--- config.mk ---
export PLATFORM = sky130hd
export DESIGN_NAME = exc_sequencer_flat
export DESIGN_NICKNAME = d
export VERILOG_FILES = /design/src/rtl/exc_pkg.sv /design/src/rtl/exc_sequencer_if.sv /design/src/rtl/exc_prio_enc.sv /design/src/rtl/exc_sequencer.sv /design/src/flat_wrapper.sv
export SDC_FILE = /design/constraint.sdc
export NUM_CORES = 1
export LEC_CHECK = 0
export BUFFER_PORTS_ARGS = -buffer_cell sky130_fd_sc_hd__buf_2
export CAP_MARGIN = 20
export CORE_AREA = 2 2 76 78
export CTS_BUF_LIST = sky130_fd_sc_hd__clkbuf_4
export CTS_CLUSTER_SIZE = 10
export DETAILED_ROUTE_END_ITERATION = 12
export DIE_AREA = 0 0 78 80
export PLACE_DENSITY = 0.81
export SYNTH_ARGS = -nofsm -noshare
export SYNTH_HDL_FRONTEND = slang
export SYNTH_HIERARCHICAL = 1
export SYNTH_SLANG_ARGS = --single-unit
--- constraint.sdc ---
create_clock -name clk -period 1.9 [get_ports clk]
set_input_delay 0.095 -clock clk [delete_from_list [all_inputs] [get_ports clk]]
set_output_delay 0.095 -clock clk [all_outputs]
set_load 0.03 [all_outputs]
--- src/rtl/exc_pkg.sv ---
// Shared types and helpers for the exception sequencer.
// Includes the FSM state enum, the default source count and the cause encoder.
package exc_pkg;

  localparam int unsigned NSRC_DEF = 3;
  localparam int unsigned XLEN     = 32;

  typedef enum logic [1:0] {
    IDLE    = 2'd0,
    TAKE    = 2'd1,
    SERVICE = 2'd2,
    RETURN  = 2'd3
  } exc_state_e;

  // Cause word for winner id: {29'b0, id>=2, id>=1, 1'b1}
  function automatic logic [XLEN-1:0] cause_enc(input int unsigned id);
    cause_enc = {29'b0, (id >= 32'd2), (id >= 32'd1), 1'b1};
  endfunction

endpackage

--- src/rtl/exc_sequencer_if.sv ---
// Exception sequencer bus: source/pipeline inputs and CP0-facing outputs.
// slave = sequencer side, master = sources/pipeline/CP0 side.
interface exc_sequencer_if #(
  parameter int unsigned NSRC = exc_pkg::NSRC_DEF
);

  logic [NSRC-1:0] exp_src;
  logic [NSRC-1:0] src_mask;
  logic            glb_block;
  logic [31:0]     pc_cur;
  logic            is_eret;
  logic            pipe_ready;

  logic            exc_take;
  logic [31:0]     exc_vec;
  logic [31:0]     cause_out;
  logic [31:0]     epc_out;
  logic            eret_redir;
  logic [NSRC-1:0] pending;
  logic [NSRC-1:0] in_service;
  logic            busy;

  modport master (
    output exp_src, src_mask, glb_block, pc_cur, is_eret, pipe_ready,
    input  exc_take, exc_vec, cause_out, epc_out, eret_redir, pending, in_service, busy
  );

  modport slave (
    input  exp_src, src_mask, glb_block, pc_cur, is_eret, pipe_ready,
    output exc_take, exc_vec, cause_out, epc_out, eret_redir, pending, in_service, busy
  );

endinterface

--- src/rtl/exc_prio_enc.sv ---
// Priority encoder over an eligible vector; the highest set index wins.
// Purely combinational.
module exc_prio_enc #(
  parameter  int unsigned N   = 3,
  localparam int unsigned IDW = (N > 1) ? $clog2(N) : 1
) (
  input  logic [N-1:0]   eligible_i,
  output logic           valid_o,
  output logic [IDW-1:0] id_o
);

  // Later (higher) indices overwrite earlier ones
  always_comb begin
    valid_o = 1'b0;
    id_o    = '0;
    for (int i = 0; i < int'(N); i++) begin
      if (eligible_i[i]) begin
        valid_o = 1'b1;
        id_o    = IDW'(i);
      end
    end
  end

endmodule

--- src/rtl/exc_sequencer.sv ---
// Exception entry/return sequencer in front of the CP0 EPC/Cause registers.
// Define EXC_NEST_EN to allow higher-priority sources to preempt a handler (EPC/id stack).
module exc_sequencer
  import exc_pkg::*;
#(
  parameter int unsigned NSRC     = NSRC_DEF,
  parameter logic [31:0] VEC_BASE = 32'h0000_4180,
  parameter logic [31:0] VEC_STEP = 32'h0000_0020
) (
  input logic            clk,
  input logic            reset,
  exc_sequencer_if.slave bus
);

  localparam int unsigned IDW = (NSRC > 1) ? $clog2(NSRC) : 1;
  localparam int unsigned SPW = $clog2(NSRC + 1);

  exc_state_e      state_q, state_d;
  logic [NSRC-1:0] pending_q, pending_d;
  logic [NSRC-1:0] in_service_q;
  logic [IDW-1:0]  cur_id_q;
  logic [31:0]     epc_q;
  logic            exc_take_q;
  logic [31:0]     exc_vec_q;
  logic [31:0]     cause_q;
  logic            eret_redir_q;
  logic            busy_q;

  logic [NSRC-1:0] eligible_c;
  logic            win_valid_c;
  logic [IDW-1:0]  win_id_c;
  logic [NSRC-1:0] win_mask_c;
  logic [NSRC-1:0] cur_mask_c;
  logic            take_ok_c;
  logic            preempt_c;
  logic            decide_c;
  logic [31:0]     vec_c;
  logic [31:0]     cause_c;

`ifdef EXC_NEST_EN
  logic [31:0]     stk_epc_q [NSRC];
  logic [IDW-1:0]  stk_id_q  [NSRC];
  logic [SPW-1:0]  sp_q;
  logic [SPW-1:0]  sp_m1_c;
`endif

  assign eligible_c = pending_q & ~bus.src_mask;

  exc_prio_enc #(.N(NSRC)) u_prio (
    .eligible_i (eligible_c),
    .valid_o    (win_valid_c),
    .id_o       (win_id_c)
  );

  assign win_mask_c = NSRC'(1) << win_id_c;
  assign cur_mask_c = NSRC'(1) << cur_id_q;
  assign take_ok_c  = win_valid_c & ~bus.glb_block & bus.pipe_ready;
  assign vec_c      = VEC_BASE + (VEC_STEP * 32'(win_id_c));
  assign cause_c    = cause_enc(32'(win_id_c));

  // An eret in the same cycle as a would-be preemption is honoured first
`ifdef EXC_NEST_EN
  assign preempt_c = (state_q == SERVICE) & ~bus.is_eret & take_ok_c & (win_id_c > cur_id_q);
  assign sp_m1_c   = sp_q - SPW'(1);
`else
  assign preempt_c = 1'b0;
`endif

  assign decide_c  = ((state_q == IDLE) & take_ok_c) | preempt_c;

  // A new request in the same cycle beats the clear of the winner
  assign pending_d = (pending_q & ~(decide_c ? win_mask_c : '0)) | bus.exp_src;

  always_comb begin
    state_d = state_q;
    case (state_q)
      IDLE:    if (decide_c) state_d = TAKE;
      TAKE:    state_d = SERVICE;
      SERVICE: begin
        if (bus.is_eret)     state_d = RETURN;
        else if (preempt_c)  state_d = TAKE;
      end
      RETURN: begin
`ifdef EXC_NEST_EN
        state_d = (sp_q != '0) ? SERVICE : IDLE;
`else
        state_d = IDLE;
`endif
      end
      default: state_d = IDLE;
    endcase
  end

  always_ff @(posedge clk) begin
    if (reset) begin
      state_q      <= IDLE;
      pending_q    <= '0;
      in_service_q <= '0;
      cur_id_q     <= '0;
      epc_q        <= '0;
      exc_take_q   <= 1'b0;
      exc_vec_q    <= '0;
      cause_q      <= '0;
      eret_redir_q <= 1'b0;
      busy_q       <= 1'b0;
`ifdef EXC_NEST_EN
      sp_q         <= '0;
      for (int i = 0; i < int'(NSRC); i++) begin
        stk_epc_q[i] <= '0;
        stk_id_q[i]  <= '0;
      end
`endif
    end else begin
      state_q      <= state_d;
      busy_q       <= (state_d != IDLE);
      pending_q    <= pending_d;
      exc_take_q   <= decide_c;
      eret_redir_q <= (state_q == SERVICE) & bus.is_eret;

      if (decide_c) begin
        cur_id_q     <= win_id_c;
        epc_q        <= bus.pc_cur;
        exc_vec_q    <= vec_c;
        cause_q      <= cause_c;
        in_service_q <= in_service_q | win_mask_c;
      end else if (state_q == RETURN) begin
        in_service_q <= in_service_q & ~cur_mask_c;
`ifdef EXC_NEST_EN
        // Resume the interrupted level
        if (sp_q != '0) begin
          cur_id_q <= stk_id_q[sp_m1_c];
          epc_q    <= stk_epc_q[sp_m1_c];
          sp_q     <= sp_m1_c;
        end
`endif
      end

`ifdef EXC_NEST_EN
      if (preempt_c) begin
        stk_epc_q[sp_q] <= epc_q;
        stk_id_q[sp_q]  <= cur_id_q;
        sp_q            <= sp_q + SPW'(1);
      end
`endif
    end
  end

  assign bus.exc_take   = exc_take_q;
  assign bus.exc_vec    = exc_vec_q;
  assign bus.cause_out  = cause_q;
  assign bus.epc_out    = epc_q;
  assign bus.eret_redir = eret_redir_q;
  assign bus.pending    = pending_q;
  assign bus.in_service = in_service_q;
  assign bus.busy       = busy_q;

endmodule

--- src/flat_wrapper.sv ---
// flat-port wrapper written by rule: the top's interface ports become plain ports
module exc_sequencer_flat import exc_pkg::*;
#(
  parameter int unsigned NSRC     = NSRC_DEF,
  parameter logic [31:0] VEC_BASE = 32'h0000_4180,
  parameter logic [31:0] VEC_STEP = 32'h0000_0020
)
  (clk, reset, bus_exp_src, bus_src_mask, bus_glb_block, bus_pc_cur, bus_is_eret, bus_pipe_ready, bus_exc_take, bus_exc_vec, bus_cause_out, bus_epc_out, bus_eret_redir, bus_pending, bus_in_service, bus_busy);
  exc_sequencer_if #(.NSRC(NSRC)) bus_i ();
  input logic clk;
  input logic reset;
  input wire logic [$bits(bus_i.exp_src)-1:0] bus_exp_src;
  input wire logic [$bits(bus_i.src_mask)-1:0] bus_src_mask;
  input wire logic [$bits(bus_i.glb_block)-1:0] bus_glb_block;
  input wire logic [$bits(bus_i.pc_cur)-1:0] bus_pc_cur;
  input wire logic [$bits(bus_i.is_eret)-1:0] bus_is_eret;
  input wire logic [$bits(bus_i.pipe_ready)-1:0] bus_pipe_ready;
  output wire logic [$bits(bus_i.exc_take)-1:0] bus_exc_take;
  output wire logic [$bits(bus_i.exc_vec)-1:0] bus_exc_vec;
  output wire logic [$bits(bus_i.cause_out)-1:0] bus_cause_out;
  output wire logic [$bits(bus_i.epc_out)-1:0] bus_epc_out;
  output wire logic [$bits(bus_i.eret_redir)-1:0] bus_eret_redir;
  output wire logic [$bits(bus_i.pending)-1:0] bus_pending;
  output wire logic [$bits(bus_i.in_service)-1:0] bus_in_service;
  output wire logic [$bits(bus_i.busy)-1:0] bus_busy;
  assign bus_i.exp_src = bus_exp_src;
  assign bus_i.src_mask = bus_src_mask;
  assign bus_i.glb_block = bus_glb_block;
  assign bus_i.pc_cur = bus_pc_cur;
  assign bus_i.is_eret = bus_is_eret;
  assign bus_i.pipe_ready = bus_pipe_ready;
  assign bus_exc_take = bus_i.exc_take;
  assign bus_exc_vec = bus_i.exc_vec;
  assign bus_cause_out = bus_i.cause_out;
  assign bus_epc_out = bus_i.epc_out;
  assign bus_eret_redir = bus_i.eret_redir;
  assign bus_pending = bus_i.pending;
  assign bus_in_service = bus_i.in_service;
  assign bus_busy = bus_i.busy;
  exc_sequencer #(.NSRC(NSRC), .VEC_BASE(VEC_BASE), .VEC_STEP(VEC_STEP)) u_core (.clk(clk), .reset(reset), .bus(bus_i));
endmodule
==> flow_summary.json, run 1 <==
{
  "syn_area_per_cell_sq_um": 8.19,
  "powerDensity_mw_per_mm2": 786,
  "power.leakage_nw": 1.41,
  "worst_slack_ps": 227,
  "final_common_cell": "buf_2",
  "finalSetupTns_ps": 0,
  "postSynthCellCount": 274,
  "insertedDiodeCount": 0,
  "grtUsageMet3_pct": 6.45,
  "clock_sinks": 48,
  "via_per_inst": 4.26,
  "grt-ovfl-total": 0,
  "critPathKind": "reg2reg",
  "cts-root-buf": "clkbuf_4",
  "min_period_over_period_pct": 88.0,
  "vias": 1992,
  "clockBufferDepth": 2,
  "n_fill_cell": 508,
  "die_h_microns": 80,
  "yosysWarnings": 6,
  "core-area_sq_mm": 0.00541,
  "dpl.hpwl_microns": 3410,
  "synth.distinct_cells": 28,
  "synth_edf_count": 0,
  "post_cts_resized": 0,
  "dp_slack_ps": 250,
  "use_met2_pct": 29.7,
  "first_iter_violations": 62,
  "finalCriticalPeriod_ps": 1670,
  "power_mw": 2.29,
  "areaGrowthSynthToFinish_pct": 29.7,
  "dieArea_sq_mm": 0.00624,
  "postCtsSetupBuffers": 0,
  "io_buffer_count": 91,
  "clock_skew_ps": 11.9,
  "dpl.cell_count": 424,
  "rows": 27,
  "firstDrtPassIters": 4,
  "use_met1_pct": 18.4,
  "wl_microns": 5150,
  "ant_nets": 0,
  "peakVddDrop_mv": 0.394,
  "start_kind": "register",
  "grt_pass1_wl_microns": 8070,
  "io_pins": 148,
  "synth-seq-cells": 48,
  "routabilityCongestion": 0.763,
  "rsz0062_at_grt": "no",
  "start_util_pct": 41.5,
  "final_cell_mix": "91 x buf_2, 69 x nand2_1, 56 x conb_1, 48 x dfxtp_1, 40 x a21oi_1",
  "htree_levels": 2,
  "crit_path_end_kind": "register",
  "grt_util_all_layers_pct": 16.5,
  "yosysSeqAreaShare_pct": 42.8,
  "fmax_ghz": 0.598,
  "crit_required_ps": 2180,
  "min_path_type": "in2reg",
  "die_w_microns": 78,
  "grt_pass1_vias": 1752,
  "nNetsFinal": 441,
  "top_usage_layer": "met2",
  "drcViolationCount": 0,
  "status": "finished clean",
  "hold_viol_final": 0,
  "antenna_found_initial": 0,
  "numCtsBuffers": 5,
  "wire_per_inst_microns": 11.0,
  "drv_slew": 0,
  "grt_max_degree": 26,
  "holdPathStages": 5,
  "synth_ff_type": "dfxtp_1",
  "worst_skew_pair.late_latency_ps": 360,
  "crit_fanout": 14,
  "syn_area_sq_mm": 0.00224,
  "cts.clk_slew.worst_paths_ps": 130,
  "holdBufCountCts": 36,
  "instances_no_fill": 468,
  "synth_async_sr_flop_share_pct": 0,
  "cts_tree": "built",
  "drive_above_1_share_pct": 27.3,
  "r2r_cells": 5,
  "worstPathArrival_ps": 1950,
  "setup_viol": 0,
  "maxCapViolations": 0,
  "fin_hold_ws_ps": 165
}
-- registers in the layout (all words and copies together) (netlist names) --
name / flops
u_core/bus.exc_vec: 1
u_core/cur_id_q: 1
u_core/bus.exc_take: 1
u_core/state_q: 2
u_core/bus.in_service: 3
u_core/bus.epc_out: 32
u_core/bus.busy: 1
u_core/bus.pending: 3
u_core/bus.cause_out: 3
u_core/bus.eret_redir: 1
-- cell usage after synthesis, drive strengths merged (2+ instances only) --
master  count  area share, %
o21ai       5            1.4
ha          3            1.7
clkbuf      4           0.67
nor2        8            1.3
nand2      69             12
nor2b       7            2.0
a21oi      40            8.9
buf        70             24
inv         5           0.84
nand3b      2           0.67
dfxtp      48             43
-- where the power goes --
| part | leakage, nW | switching [mW] | internal (mW) |
|---|---|---|---|
| logic | 0.990 | 0.480 | 0.218 |
| clock network | 0.0338 | 0.296 | 0.171 |
| registers | 0.390 | 0.0403 | 1.08 |
| total | 1.41 | 0.816 | 1.47 |
-- path summary, 6_finish.rpt --
check,from,end,slack (ps)
setup / recovery,u_core/bus.pending[1],u_core/bus.pending[1],230
hold / removal,bus_src_mask[1],u_core/cur_id_q[0],170
setup reg to reg,u_core/bus.pending[1],u_core/bus.pending[1],230
hold reg to reg,u_core/bus.epc_out[16],u_core/bus.epc_out[16],460
-- layer usage --
metal / up-vias / share of wire (%)
li1: 1001 / -
met1: 890 / 42
met2: 96 / 48
met3: 5 / 9.4
met4: 0 / 0.80
met5: - / 0
-- critical path, cell delays in order (launching register included) --
cell      delay (ps)
dfxtp_1          340
nor2b_1          130
or3_1            380
and4b_2          300
buf_4            210
a311oi_2         230
-- kinds of logic after synthesis --
family	synth area share (%)
flip-flops	42.8
adder cells (fa/ha/maj)	1.67
buffers and inverters	25.3
AO/OA/AOI/OAI	12.0
AND/OR/NAND/NOR	18.0
other	0.167
-- area by class of cell --
class	instances	area, sq um	area share [%]
sequential	48	961	33.0
multi-input combinational	202	923	31.7
timing repair buffer	133	861	29.6
tap	72	90.1	3.10
clock buffer	7	52.6	1.81
inverter	5	18.8	0.645
clock inverter	1	3.75	0.129
-- metrics by stage --
stage | utilization (%) | area (sq um)
after floorplan | - | 2450
after global placement | 46.1 | 2490
after detailed placement | 46.1 | 2490
final | 53.8 | 2910
after global routing | 53.8 | 2910
after CTS | 53.8 | 2910
No activity file was read; power rests on OpenSTA's default activity.
==> run 2: changes to the inputs <==
CORE_AREA = 2 2 75 77   (was 2 2 76 78)
DIE_AREA = 0 0 77 79   (was 0 0 78 80)
PLACE_DENSITY = 0.83   (was 0.81)
RECOVER_POWER = 25   (was default)
REMOVE_ABC_BUFFERS = 1   (was default)
SYNTH_HIERARCHICAL = default   (was 1)
==> flow_summary.json, run 2 <==
{
  "finalSetupTns_ps": 0,
  "status": "finished clean",
  "worst_skew_pair.late_latency_ps": 340,
  "die_h_microns": 79,
  "power_mw": 2.37,
  "grt_util_all_layers_pct": 16.3,
  "synth.largest_area_cell": "dfxtp_1",
  "final_common_cell": "buf_2",
  "syn_area_sq_mm": 0.00222,
  "r2r_cells": 7,
  "clock_sinks": 47,
  "antenna_found_initial": 0,
  "min_period_over_period_pct": 86.3,
  "routabilityCongestion": 0.773,
  "io_buffer_count": 91,
  "cts-root-buf": "clkbuf_4",
  "rows": 27,
  "powerDensity_mw_per_mm2": 825,
  "critPathKind": "reg2reg",
  "dieArea_sq_mm": 0.00608,
  "multi_input_area_sq_um": 932,
  "regArea_sq_um": 941,
  "io_pins": 148,
  "via_per_inst": 4.26,
  "synth_async_sr_flop_share_pct": 0,
  "grt_pass1_wl_microns": 7900,
  "die_w_microns": 77,
  "synth.top_cell.area_share_pct": 42.4,
  "ant_nets": 0,
  "vias": 1983,
  "grt-ovfl-total": 0,
  "finalCriticalPeriod_ps": 1640,
  "power.leakage_nw": 1.32,
  "crit_required_ps": 2180,
  "rsz0062_at_grt": "no",
  "postSynthCellCount": 272,
  "maxCapViolations": 0,
  "synth.top_cells.by_count": "67 x nand2_1, 63 x buf_4, 47 x dfxtp_1",
  "start_kind": "register",
  "drcViolationCount": 0,
  "peakVddDrop_mv": 0.454,
  "yosysSeqAreaShare_pct": 42.4,
  "setup_viol": 0,
  "areaGrowthSynthToFinish_pct": 29.3,
  "largest_register_ff_count": 32,
  "synth.distinct_cells": 28,
  "wl_microns": 5160,
  "instances_no_fill": 466,
  "cts_tree": "built",
  "start_util_pct": 41.6,
  "insertedDiodeCount": 0,
  "core-area_sq_mm": 0.00534,
  "synthTopCellsByArea": "dfxtp_1 42%, buf_4 21%, nand2_1 11%",
  "fin_hold_ws_ps": 67.6,
  "synth-seq-cells": 47,
  "crit_fanout": 19,
  "synth_edf_count": 0,
  "synth_ff_type": "dfxtp_1",
  "n_fill_cell": 516,
  "clock_skew_ps": 7.78,
  "nNetsFinal": 439,
  "worst_slack_ps": 261,
  "syn_area_per_cell_sq_um": 8.16,
  "numCtsBuffers": 5,
  "holdPathStages": 3,
  "yosysMostFrequentCell": "nand2_1",
  "post_cts_resized": 0,
  "drv_slew": 0,
  "cts.clk_slew.worst_paths_ps": 130,
  "grt_max_degree": 27,
  "fmax_ghz": 0.610,
  "drive_above_1_share_pct": 21.8,
  "wire_per_inst_microns": 11.1,
  "crit_path_end_kind": "register",
  "hold_viol_final": 0,
  "worstPathArrival_ps": 1920,
  "clockBufferDepth": 2,
  "dpl.cell_count": 422,
  "min_path_type": "in2reg",
  "grt_pass1_vias": 1758,
  "firstDrtPassIters": 4,
  "first_iter_violations": 56,
  "htree_levels": 2,
  "dpl.hpwl_microns": 3280,
  "final_cell_mix": "69 x buf_2, 67 x nand2_1, 56 x conb_1, 47 x dfxtp_1, 40 x a21oi_1",
  "dp_slack_ps": 275,
  "yosysWarnings": 0
}
run 2: changes by cell type after synthesis, moves of 2 or more:
cell | previous run | this run
nor2b_1 | 7 | 1
nor2_1 | 8 | 12
nand3b_1 | 2 | 0
nand2b_1 | 1 | 3
o21ai_0 | 3 | 5
o41ai_1 | 0 | 2
o21ai_2 | 2 | 0
nand2_1 | 69 | 67
run 2: metrics by stage:
step                util, %  cell area, sq um
finish                 53.8              2870
global route           53.8              2870
CTS                    54.3              2900
detailed placement     46.4              2480
global placement       46.4              2480
floorplan                 -              1900
run 2: per-layer routing:
layer	global-route usage [%]	up-vias	wire (microns)
met5	0	-	0
met4	5.54	0	68
met3	4.09	8	379
met2	30.4	95	2660
met1	17.9	881	2050
li1	-	999	-
run 2: worst paths after layout:
check | slack [ps] | from | endpoint
max | 260 | u_core.state_q[0] | u_core.bus.epc_out[30]
max reg2reg | 260 | u_core.state_q[0] | u_core.bus.epc_out[30]
min | 70 | bus_src_mask[0] | u_core.bus.pending[0]
min reg2reg | 460 | u_core.bus.epc_out[22] | u_core.bus.epc_out[22]
run 2: cell families after synthesis:
kind of cell	after synthesis	synth area share (%)
simple gates	92	18.3
other cells	1	0.169
flops	47	42.4
buf+inv	79	24.9
fa+ha+maj	3	1.69
compound gates	50	12.6
run 2: layout make-up:
class                   count  area share [%]
clock buffers               7            1.83
repair buffers            132            28.8
clock inverters             1           0.174
multi-input cells         201            32.5
flip-flops and latches     47            32.8
inverters                   6           0.785
well taps                  72            3.14
run 2: repair_timing:
| action | CTS | global route |
|---|---|---|
| setup buffers | 0 | 0 |
| hold endpoints to repair | 36 | 0 |
| hold buffers | 36 | 0 |
run 2: worst max-delay path, stage by stage, from the launching register on:
cell,delay (ps)
dfxtp_1,370
inv_1,70
ha_1,270
nand3b_4,160
a31o_1,200
buf_4,260
nand2_1,80
a21oi_1,150
run 2: power by group:
group	switching (mW)	internal, mW
Combinational	0.545	0.235
Clock	0.297	0.174
Sequential	0.0465	1.07
Total	0.888	1.48
